### src/rtl/fetch_unit.sv
// RV32I instruction fetch stage: issues word-aligned fetches over a valid/ready channel and
// buffers in-order responses in a prefetch queue for decode. Optional counters: FETCH_PERF_EN.
module fetch_unit #(
  parameter logic [31:0] RESET_PC = 32'h0000_0000,
  parameter int          QDEPTH   = 4
) (
  input  logic        clock,
  input  logic        reset,
  input  logic        redirect,
  input  logic [31:0] redirect_pc,
  output logic        imem_req_valid,
  input  logic        imem_req_ready,
  output logic [31:0] imem_req_addr,
  input  logic        imem_rsp_valid,
  input  logic [31:0] imem_rsp_data,
  output logic        id_valid,
  input  logic        id_ready,
  output logic [31:0] id_pc,
  output logic [31:0] id_instr
`ifdef FETCH_PERF_EN
  ,
  output logic [31:0] perf_starve,
  output logic [31:0] perf_redirects
`endif
);

  localparam int          PW  = $clog2(QDEPTH);
  localparam int          CW  = PW + 1;
  localparam logic [31:0] NOP = 32'h0000_0013;

  logic [31:0]   fetch_pc;
  logic [PW-1:0] head_ptr, fill_ptr, tail_ptr;
  logic [CW-1:0] alloc_cnt;   // slots allocated, filled or not
  logic [CW-1:0] pend_cnt;    // allocated slots still waiting for their response
  logic [CW-1:0] drop_cnt;    // in-flight responses that belong to a flushed stream

  logic [31:0]       slot_pc    [QDEPTH];
  logic [31:0]       slot_instr [QDEPTH];
  logic [QDEPTH-1:0] slot_filled;

  logic          accept, pop, rsp_drop, rsp_fill, rsp_counted;
  logic [CW:0]   used_cnt;
  logic [CW-1:0] outstanding, flush_drop;
  logic [31:0]   redirect_target;

  assign used_cnt        = {1'b0, alloc_cnt} + {1'b0, drop_cnt};
  assign imem_req_valid  = !reset && (used_cnt < (CW+1)'(QDEPTH));
  assign imem_req_addr   = fetch_pc;
  assign accept          = imem_req_valid && imem_req_ready;

  assign id_valid        = (alloc_cnt != '0) && slot_filled[head_ptr];
  assign id_pc           = slot_pc[head_ptr];
  assign id_instr        = slot_instr[head_ptr];
  assign pop             = id_valid && id_ready;

  // Responses are in order, so the stale ones always precede the live ones.
  assign outstanding     = drop_cnt + pend_cnt;
  assign rsp_counted     = imem_rsp_valid && (outstanding != '0);
  assign rsp_drop        = imem_rsp_valid && (drop_cnt != '0);
  assign rsp_fill        = imem_rsp_valid && (drop_cnt == '0) && (pend_cnt != '0);
  assign flush_drop      = outstanding + CW'(accept) - CW'(rsp_counted);
  assign redirect_target = redirect_pc & ~32'h3;

  // NOTE: all sequential state uses non-blocking assignments so every register samples
  // pre-edge values; the combinational helpers above carry all same-cycle dependencies.
  always_ff @(posedge clock) begin
    if (reset) begin
      fetch_pc    <= RESET_PC & ~32'h3;
      head_ptr    <= '0;
      fill_ptr    <= '0;
      tail_ptr    <= '0;
      alloc_cnt   <= '0;
      pend_cnt    <= '0;
      drop_cnt    <= flush_drop;
      slot_filled <= '0;
      // NOTE: the small slot arrays are reset so id_pc/id_instr come up as 0/NOP.
      for (int i = 0; i < QDEPTH; i++) begin
        slot_pc[i]    <= '0;
        slot_instr[i] <= NOP;
      end
    end else if (redirect) begin
      fetch_pc  <= redirect_target;
      head_ptr  <= '0;
      fill_ptr  <= '0;
      tail_ptr  <= '0;
      alloc_cnt <= '0;
      pend_cnt  <= '0;
      drop_cnt  <= flush_drop;
    end else begin
      if (accept) begin
        fetch_pc              <= fetch_pc + 32'd4;
        slot_pc[tail_ptr]     <= fetch_pc;
        slot_filled[tail_ptr] <= 1'b0;
        tail_ptr              <= tail_ptr + PW'(1);
      end
      if (rsp_drop) begin
        drop_cnt <= drop_cnt - CW'(1);
      end
      if (rsp_fill) begin
        slot_instr[fill_ptr]  <= imem_rsp_data;
        slot_filled[fill_ptr] <= 1'b1;
        fill_ptr              <= fill_ptr + PW'(1);
      end
      if (pop) begin
        head_ptr <= head_ptr + PW'(1);
      end
      alloc_cnt <= alloc_cnt + CW'(accept) - CW'(pop);
      pend_cnt  <= pend_cnt + CW'(accept) - CW'(rsp_fill);
    end
  end

`ifdef FETCH_PERF_EN
  always_ff @(posedge clock) begin
    if (reset) begin
      perf_starve    <= '0;
      perf_redirects <= '0;
    end else begin
      if (!id_valid) perf_starve    <= perf_starve + 32'd1;
      if (redirect)  perf_redirects <= perf_redirects + 32'd1;
    end
  end
`endif

endmodule
### config.mk
export PLATFORM = sky130hd
export DESIGN_NAME = fetch_unit
export DESIGN_NICKNAME = d
export VERILOG_FILES = /design/src/rtl/fetch_unit.sv
export SDC_FILE = /design/constraint.sdc
export NUM_CORES = 1
export LEC_CHECK = 0
export BUFFER_PORTS_ARGS = -buffer_cell sky130_fd_sc_hd__clkbuf_2
export CAP_MARGIN = 5
export CORE_MARGIN = 2
export CORE_UTILIZATION = 53
export CTS_CLUSTER_DIAMETER = 40
export DETAILED_ROUTE_END_ITERATION = 8
export HOLD_SLACK_MARGIN = 0.05
export PLACE_DENSITY = 0.77
export SYNTH_ARGS = -nofsm -noshare
export SYNTH_HDL_FRONTEND = slang
export SYNTH_SLANG_ARGS = --single-unit
### constraint.sdc
create_clock -name clock -period 4.5 [get_ports clock]
set_input_delay 0.675 -clock clock [delete_from_list [all_inputs] [get_ports clock]]
set_output_delay 0.675 -clock clock [all_outputs]
set_load 0.01 [all_outputs]
Word-level counts from Yosys, hierarchy flattened. Memory sizes are Yosys's and may differ from the RTL's. A register that Yosys moved wholly into a read port is not among the register bits. Cells that the tools add are included. W data, S select, Z words.

Register bits: 51. RAM bits: 256. Input port bits: 70. Word-level logic and storage cells: 89. Memories kept: 2.

Add/subtract/negate cells: 13. Magnitude comparators: 6. Mux-type cells: 35. Bitwise logic cells: 3. Reductions and logical operators: 21.

Memory list: slot_instr (words 4, width 32, rd ports 1, clocked after memory_dff 1, wr ports 4, RTL line 38) `logic [31:0] slot_instr [QDEPTH];`; slot_pc (words 4, width 32, rd ports 1, clocked after memory_dff 1, wr ports 4, RTL line 37) `logic [31:0] slot_pc [QDEPTH];`.

Operator list (number): $mux W32 (4); $reduce_or A32 Y1 (2); $add A32 B3 Y32 const B (1); $mux W4 (4); $mux W1 (15); $reduce_bool A3 Y1 (5); $mux W2 (6); $logic_and A1 B1 Y1 (10); $add A3 B1 Y3 (3); $lt A2 B3 Y1 const B (3); $mux W3 (3); $sub A3 B1 Y3 (3); $add A2 B1 Y2 const B (3); $add A3 B3 Y4 (1); $and A4 B4 Y4 (1); $demux W1 S2 (2); $ge A2 B1 Y1 const B (2); $lt A4 B3 Y1 const B (1); $not A4 Y4 (1); $or A4 B4 Y4 (1); $add A3 B3 Y3 (1); $logic_not A3 Y1 (1); $sub A3 B1 Y3 const B (1); $bmux W1 S2 (1); 3 further kinds (3).

Logic depth before layout (Yosys ltp). Gate-level depths: netlist of run 1.

Word-level depth: 11. Gate-level depth with buffers: 16. Depth with buffers taken out: 16.

Worst setup path before layout of run 1. No wires, ideal clock.

Kind: input -> register. Start: in reset. End: mem slot_pc[3][10] (enable). Library setup time: 463 ps. Arrival time: 4278 ps. Required time: 4037 ps. Path slack: -241 ps. Stages on the path: 7. Path buffers: 3. Cell sequence: buf_6 > or4_4 > buf_6 > nor2_1 > nand3_1 > buf_2 > o31ai_1.

RTL lines: start, declared (RTL line 8) `input logic reset,`; end, declared (RTL line 37).

Worst setup path after layout of run 1.
Start: reg drop_cnt[2]. End: reg drop_cnt[2] (data pin).

Word-level cells in the longest chain between the ends: 8. Elaborated cells between the ends (all ways): 13.

RTL lines: start, declared (RTL line 35) `logic [CW-1:0] drop_cnt;`; start signal, assigned (RTL line 74) `drop_cnt <= flush_drop;`; start signal, assigned (RTL line 88) `drop_cnt <= flush_drop;`; start signal, assigned (RTL line 97) `drop_cnt <= drop_cnt - CW'(1);`; $add A3 B3 Y4 (RTL line 46) `assign used_cnt = {1'b0, alloc_cnt} + {1'b0, drop_cnt};`; $lt A4 B3 Y1 (RTL line 47) `assign imem_req_valid = !reset && (used_cnt < (CW+1)'(QDEPTH));`; $logic_and A1 B1 Y1 (RTL line 47); $logic_and A1 B1 Y1 (RTL line 49) `assign accept = imem_req_valid && imem_req_ready;`; $add A3 B1 Y3 (RTL line 61) `assign flush_drop = outstanding + CW'(accept) - CW'(rsp_counted);`; $sub A3 B1 Y3 (RTL line 61); $mux W3 (RTL line 81) `end else if (redirect) begin`; $mux W3 * (RTL line 67) `if (reset) begin`.

Every way passes the cells marked *; elsewhere a longest branch is shown, timed or not. The select of a mux whose other input is x is not followed. A chain may end at the register's enable or synchronous reset.

==> flow_metrics.py, run 1 <==
metrics = {
    "logic_synthesis": {
        "synth.distinct_cells": 47,
        "synth.avg_cell_area_um2": 14.28,
        "ys_warn_count": 0,
        "synth_cells": 952,
        "yosysSeqAreaShare_pct": 62.52,
        "syn-cell-area_mm2": 0.01359,
        "synth-seq-cells": 299,
    },
    "power": {
        "total_power_mw": 6.904,
        "power.leakage_nw": 6.246,
        "irDropWorstVdd_uv": 348.5,
        "p_per_area_mw_per_mm2": 428.3,
    },
    "clock_network": {
        "cts_tree": "done",
        "cts_root_buf": "clkbuf_16",
        "clkSinkCount": 299,
        "cts_htree_levels": 2,
        "clock_path_buffers": 3,
        "cts_hold_buf": 0,
        "clk_pin_slew_ns": 0.06,
        "clkLatencyLatePin_ns": 0.53,
        "cts_setup_buffers": 0,
        "cts_made_buffers": 38,
        "cts_resized": 0,
    },
    "place": {
        "hpwl_um": 18500,
        "place_congestion": 0.7880,
        "io_buffers": 161,
    },
    "routing": {
        "drtAntennaViolNets": 0,
        "via_per_inst": 5.748,
        "first_pass_iters": 5,
        "num_vias": 8473,
        "drt_wl_total_um": 30810,
        "drt_iter0_markers": 748,
        "wire_per_inst_um": 20.90,
        "drc": 0,
    },
    "timing": {
        "hold_violations": 0,
        "rsz0062_at_grt": "no",
        "period_share_pct": 78.66,
        "slew-limit-headroom_pct": 39.05,
        "finalSetupTns_ns": 0,
        "setup_viol": 0,
        "fmax_mhz": 282.5,
        "period_minus_slack_ns": 3.540,
        "worstMarginPinSlew_ns": 0.9143,
        "fin_skew_ns": 0.01754,
        "slew_viol_final": 0,
    },
    "hold_path": {
        "worstHoldStart": "redirect_pc[23]",
        "hp-class": "in2reg",
        "holdPathEnd": "imem_req_addr[23]",
        "hold_depth": 3,
    },
    "global_route": {
        "grt_usage_pct": 23.23,
        "grt_max_degree": 53,
        "grt_pass1_vias": 8525,
        "grt_pass1_wl_um": 47350,
        "antenna_found_initial": 0,
        "grt_overflow_total": 0,
    },
    "floorplan": {
        "design.die.area_mm2": 0.02694,
        "die_w_um": 164.1,
        "start_util_pct": 53.97,
        "core_area_mm2": 0.02518,
        "die_h_um": 164.1,
        "ios": 168,
        "rows": 58,
    },
    "worst_setup_path": {
        "crit_required_ns": 4.76,
        "r2r.worst_path.cells": 12,
        "critical_path.max_fanout": 8,
        "reg2reg_from": "drop_cnt[2]",
        "crit_arrival_ns": 3.80,
        "r2r-end": "drop_cnt[2]",
        "start_kind": "flop",
        "worstSetupEndpointType": "flop",
        "critPathKind": "reg2reg",
        "r2r_slack_ns": 0.96,
    },
    "run": {
        "drv_cap": 0,
    },
    "layout": {
        "postLayoutCoreUtil_pct": 64.02,
        "drive_gt1_share_pct": 28.70,
        "layout_common_cells": "edfxtp_1 (251), and2_1 (198), clkbuf_2 (161)",
        "layout.nets": 1209,
        "layout_commonest_cell": "edfxtp_1",
        "area_delta_synth_final_pct": 18.60,
        "fill_cells": 1802,
    },
    "run_status": {
        "status": "completed",
    },
}
## state kept, by name (all words and copies together) (netlist names), named ones only
name / flops
fill_ptr: 2
slot_filled: 4
tail_ptr: 2
drop_cnt: 3
imem_req_addr: 30
head_ptr: 2
slot_instr: 128
alloc_cnt: 3
pend_cnt: 3
slot_pc: 120
## synth_stat cells (all sizes together)
cell type | instances | area (um^2)
dfxtp | 48 | 960.9
a32o | 4 | 40.04
inv | 22 | 82.58
and2 | 198 | 1239
a211oi | 9 | 67.56
nand2b | 13 | 81.33
a21oi | 14 | 70.07
a41o | 1 | 10.01
o21ai | 18 | 90.09
or3 | 2 | 12.51
or3b | 1 | 8.760
nor3 | 7 | 72.57
ha | 20 | 250.2
nand4 | 15 | 93.84
and4 | 1 | 8.760
o211a | 1 | 10.01
nor4 | 18 | 112.6
nor2b | 1 | 6.260
xnor2 | 11 | 96.34
mux2i | 2 | 20.02
nor2 | 32 | 122.6
nand3 | 11 | 55.05
or2 | 6 | 37.54
nand2 | 33 | 131.4
edfxtp | 251 | 7537
clkbuf | 45 | 168.9
a31oi | 2 | 12.51
o311a | 3 | 30.03
buf | 20 | 110.1
o31a | 2 | 17.52
and3 | 35 | 219.0
fa | 4 | 80.08
clkinv | 3 | 11.26
or4 | 4 | 33.78
o31ai | 2 | 15.01
a311oi | 3 | 26.28
xor2 | 26 | 227.7
conb | 1 | 3.750
mux4 | 63 | 1419
## how the worst max path moves through the flow
stage	cells after the start	startpoint	slack, ns	endpoint
2_1_floorplan	7	reset	0.70	slot_pc[3][10]
3_3_place_gp	12	reset	0.96	drop_cnt[2]
3_5_place_dp	12	reset	0.94	drop_cnt[2]
4_1_cts	12	drop_cnt[2]	0.96	drop_cnt[2]
5_1_grt	12	drop_cnt[2]	0.75	drop_cnt[2]
6_report	12	drop_cnt[2]	0.96	drop_cnt[2]
## cells by family (layout without fill, tap and decap cells)
kind of cell               count (synthesis)  in the layout  synth area share, %
xor gates and xnor gates                  37             37                2.384
buffers and inverters                     90            278                2.743
and+or+nand+nor                          377            377                16.44
other                                      1              5              0.02759
AOI/OAI and AO/OA                         59             59                2.863
adders and majority gates                 24             24                2.430
muxes                                     65             65                10.59
DFF                                      299            299                62.52
## stage by stage
| step | setup WS [ns] | hold WS [ns] | instances | cell area (um^2) |
|---|---|---|---|---|
| after floorplan | 0.6982 | 0.4634 | 955 | 13610 |
| after global placement | 0.9636 | 0.4755 | 1405 | 14780 |
| after detailed placement | 0.9362 | 0.4881 | 1405 | 14780 |
| after CTS | 0.9607 | 0.3575 | 1473 | 16120 |
| after global routing | 0.7528 | 0.3745 | 1473 | 16120 |
| final | 0.9602 | 0.3748 | 1474 | 16120 |
## power by group
part           switching, mW  internal [mW]  total [mW]
clock network           1.20           1.97        3.17
logic                  0.307          0.209       0.516
registers             0.0825           3.13        3.22
## routing by layer
metal | up-vias | routed length, um | global-route usage (%)
met5 | - | 0 | 0
met4 | 0 | 665 | 6.978
met3 | 58 | 2336 | 4.495
met2 | 351 | 15290 | 38.32
met1 | 4227 | 12520 | 31.48
li1 | 3837 | - | -
## worst max-delay path, cell delays in order, from the launching register on
cell	delay (ns)
edfxtp_1	0.47
ha_1	0.31
or4_4	0.57
or3b_1	0.56
inv_1	0.20
ha_1	0.16
inv_1	0.04
fa_1	0.37
xor2_1	0.16
xnor2_1	0.12
nand2_1	0.07
o21ai_0	0.11
xnor2_1	0.15
## cell type report
type / instances / area [um^2] / share of cell area [%]
Sequential cell: 299 / 8503 / 52.75
Multi-Input combinational cell: 566 / 4748 / 29.46
Timing Repair Buffer: 185 / 1023 / 6.349
Clock buffer: 43 / 1001 / 6.209
Tap cell: 330 / 412.9 / 2.561
Clock inverter: 25 / 335.3 / 2.080
Inverter: 25 / 93.84 / 0.5821
Antenna cell: 1 / 2.502 / 0.01552
(Power assumes the default switching activity.)
==> run 2, diff against run 1 <==
--- a/config.mk
+++ b/config.mk
@@ -5,14 +5,15 @@
 export SDC_FILE = /design/constraint.sdc
 export NUM_CORES = 1
 export LEC_CHECK = 0
+export ABC_AREA = 1
 export BUFFER_PORTS_ARGS = -buffer_cell sky130_fd_sc_hd__clkbuf_2
 export CAP_MARGIN = 5
 export CORE_MARGIN = 2
-export CORE_UTILIZATION = 53
+export CORE_UTILIZATION = 55
 export CTS_CLUSTER_DIAMETER = 40
 export DETAILED_ROUTE_END_ITERATION = 8
 export HOLD_SLACK_MARGIN = 0.05
-export PLACE_DENSITY = 0.77
+export PLACE_DENSITY = 0.76
 export SYNTH_ARGS = -nofsm -noshare
 export SYNTH_HDL_FRONTEND = slang
 export SYNTH_SLANG_ARGS = --single-unit
==> constraint.sdc (replaced) <==
create_clock -name clock -period 3.5 [get_ports clock]
set_input_delay 0.525 -clock clock [delete_from_list [all_inputs] [get_ports clock]]
set_output_delay 0.525 -clock clock [all_outputs]
set_load 0.01 [all_outputs]
==> flow_metrics.py, run 2 <==
metrics = {
    "run_status": {
        "status": "completed",
    },
    "worst_setup_path": {
        "worstSetupEndpointType": "flop",
        "start_kind": "flop",
        "critPathKind": "reg2reg",
        "reg2reg_from": "drop_cnt[0]",
        "crit_path_cell_trace": "ha_1 -> inv_1 -> fa_1 -> inv_1 -> o31ai_1 -> inv_1 -> ha_1 -> inv_1 -> ha_1 -> inv_1 -> fa_1 -> xor2_1 -> xor2_1 -> o21bai_1",
        "critical_path.max_fanout": 4,
        "crit_required_ns": 3.75,
        "crit_top_cell": "inv_1",
        "crit_arrival_ns": 3.27,
        "critical-path-top-delay-family": "adder cells",
        "worst-path-buf-inv": 5,
        "critical_path.startpoint": "drop_cnt[0]",
        "max_stage_delay_ns": 0.51,
        "cp_slowest_cell": "fa_1",
    },
    "global_route": {
        "grt_pass1_wl_um": 54290,
        "grt_max_degree": 69,
        "grt_overflow_total": 0,
        "grt_pass1_vias": 10470,
        "grt_usage_pct": 25.81,
        "antenna_found_initial": 0,
    },
    "power": {
        "p_per_area_mw_per_mm2": 529.5,
        "total_power_mw": 8.611,
        "p_sw_mw": 2.101,
        "clkPwrFrac_pct": 42.2,
        "p_comb_share_pct": 9.3,
        "power.leakage_nw": 6.693,
        "power.internal_mw": 6.509,
        "pwr-share-seq_pct": 48.5,
        "p_sw_share_pct": 24.40,
        "irDropWorstVdd_uv": 301.8,
    },
    "logic_synthesis": {
        "async_reset_ff_share_pct": 0,
        "synth_commonest_cells": "nor2_1 (421), edfxtp_1 (251), nand2_1 (170), o21ai_0 (149), inv_1 (130)",
        "syn-cell-area_mm2": 0.01408,
        "yosysSeqAreaShare_pct": 60.34,
        "ys_top_cells_by_area": "edfxtp_1 (54%), nor2_1 (11%), dfxtp_1 (6.8%)",
        "synth-seq-cells": 299,
        "synth.distinct_cells": 39,
        "synth_cells": 1482,
        "synth_top_area_share_pct": 53.51,
        "synthFlopType": "edfxtp_1",
        "ys_warn_count": 0,
        "synth.avg_cell_area_um2": 9.504,
        "synth_edf_count": 251,
        "synth_area_leader_cell": "edfxtp_1",
        "synth_most_common_cell": "nor2_1",
    },
    "layout": {
        "fill_cells": 1969,
        "area_delta_synth_final_pct": 15.47,
        "layout_common_cells": "nor2_1 (421), edfxtp_1 (251), nand2_1 (170)",
        "design_area_mm2": 0.01626,
        "regMostFlops": "slot_instr",
        "antennaDiodeCount": 0,
        "multi_input_area_mm2": 0.004632,
        "stdcell_count": 1981,
        "layout_commonest_cell": "nor2_1",
        "drive_gt1_share_pct": 17.20,
        "seqCellArea_mm2": 0.008503,
        "layout.nets": 1721,
        "largest_reg_flops": 128,
    },
    "clock_network": {
        "clk_pin_slew_ns": 0.05,
        "cts_hold_buf": 0,
        "cts_root_buf": "clkbuf_16",
        "cts_tree": "done",
        "cts_made_buffers": 36,
        "clkSinkCount": 299,
        "clock_path_buffers": 3,
        "cts_setup_buffers": 0,
        "cts_htree_levels": 2,
        "cts_resized": 0,
        "clkLatencyLatePin_ns": 0.52,
    },
    "hold_path": {
        "worstHoldStart": "redirect_pc[6]",
        "hp-class": "in2reg",
    },
    "timing": {
        "period_share_pct": 86.47,
        "slew_viol_final": 0,
        "hold_slack_ns": 0.2770,
        "rsz0062_at_grt": "no",
        "worstMarginPinSlew_ns": 0.8285,
        "hold_violations": 0,
        "setup_viol": 0,
        "slew-limit-headroom_pct": 44.71,
        "period_minus_slack_ns": 3.026,
        "fin_skew_ns": 0.01951,
        "finalSetupTns_ns": 0,
        "fmax_mhz": 330.4,
    },
    "floorplan": {
        "ios": 168,
        "die_w_um": 164.0,
        "design.die.area_mm2": 0.02690,
        "die_h_um": 164.0,
        "start_util_pct": 55.93,
        "core_area_mm2": 0.02518,
        "rows": 58,
    },
    "routing": {
        "drc": 0,
        "first_pass_iters": 5,
        "num_vias": 11010,
        "via_per_inst": 5.557,
        "drt_wl_total_um": 34980,
        "drtAntennaViolNets": 0,
        "wire_per_inst_um": 17.66,
        "drt_iter0_markers": 1276,
    },
    "run": {
        "drv_cap": 0,
    },
    "place": {
        "io_buffers": 161,
        "hpwl_um": 21490,
        "dp_cells": 1919,
        "place_congestion": 0.8886,
        "dpl-instance-area_mm2": 0.01511,
    },
}
## run 2: changes by cell type after synthesis, sizes merged, moves of 18 or more
cell,previous run,this run
o21ai,18,149
nand2,33,177
nor2,32,441
and3,35,0
inv,22,137
mux4,63,0
nor4,18,0
and2,198,0
o22ai,0,62
nand3,11,37
## run 2: metal layers
metal | vias to the layer above | GRT usage, % | routed length [um]
li1 | 5222 | - | -
met1 | 5220 | 35.40 | 14640
met2 | 507 | 43.12 | 17050
met3 | 59 | 3.889 | 2670
met4 | 0 | 7.097 | 623
met5 | - | 0 | 0
## run 2: kinds of logic (layout without fill, tap and decap cells)
logic type / Yosys count / in the layout / synth area share [%]
buffers and inverters: 221 / 387 / 7.080
muxes: 1 / 1 / 0.07107
xor gates and xnor gates: 16 / 16 / 0.9950
AOI/OAI and AO/OA: 243 / 243 / 9.381
other: 1 / 4 / 0.02662
DFF: 299 / 299 / 60.34
adders and majority gates: 24 / 24 / 2.345
and+or+nand+nor: 677 / 677 / 19.77
## run 2: power by group through the flow
| stage | registers [mW] | clock network (mW) | logic (mW) |
|---|---|---|---|
| after global placement | 4.24 | 0 | 0.776 |
| after detailed placement | 4.25 | 0 | 0.797 |
| final | 4.17 | 3.64 | 0.800 |
| after CTS | 4.17 | 3.67 | 0.803 |
| after global routing | 4.19 | 3.80 | 0.885 |
| after floorplan | 4.23 | 0 | 0.519 |
## run 2: worst reg2reg max path, delay by kind of cell, from the launching register on
kind	cells	cell delay (ns)
buffers and inverters	5	0.29
DFF	1	0.39
adders and majority gates	5	1.44
xor gates and xnor gates	2	0.33
AOI/OAI and AO/OA	2	0.32
## run 2: worst paths after layout
kind                 endpoint  slack, ns  depth (start not counted)
max               drop_cnt[2]       0.47                         14
min reg2reg    slot_filled[3]       0.47                          2
max reg2reg       drop_cnt[2]       0.47                         14
min          imem_req_addr[6]       0.28                          3
## run 2: final cells by class
type | instances | share of cell area (%)
inverters | 137 | 3.170
clock inverters | 19 | 1.262
clock buffers | 43 | 5.832
repair buffers | 188 | 6.432
flip-flops and latches | 299 | 52.28
well taps | 330 | 2.539
multi-input cells | 965 | 28.48
## run 2: through the flow
step | worst slack (ns) | util (%)
5_1_grt | 0.2429 | 64.58
4_1_cts | 0.4435 | 64.58
3_3_place_gp | 0.5100 | 60.00
3_5_place_dp | 0.4649 | 60.00
2_1_floorplan | 0.2204 | -
6_report | 0.4736 | 64.58
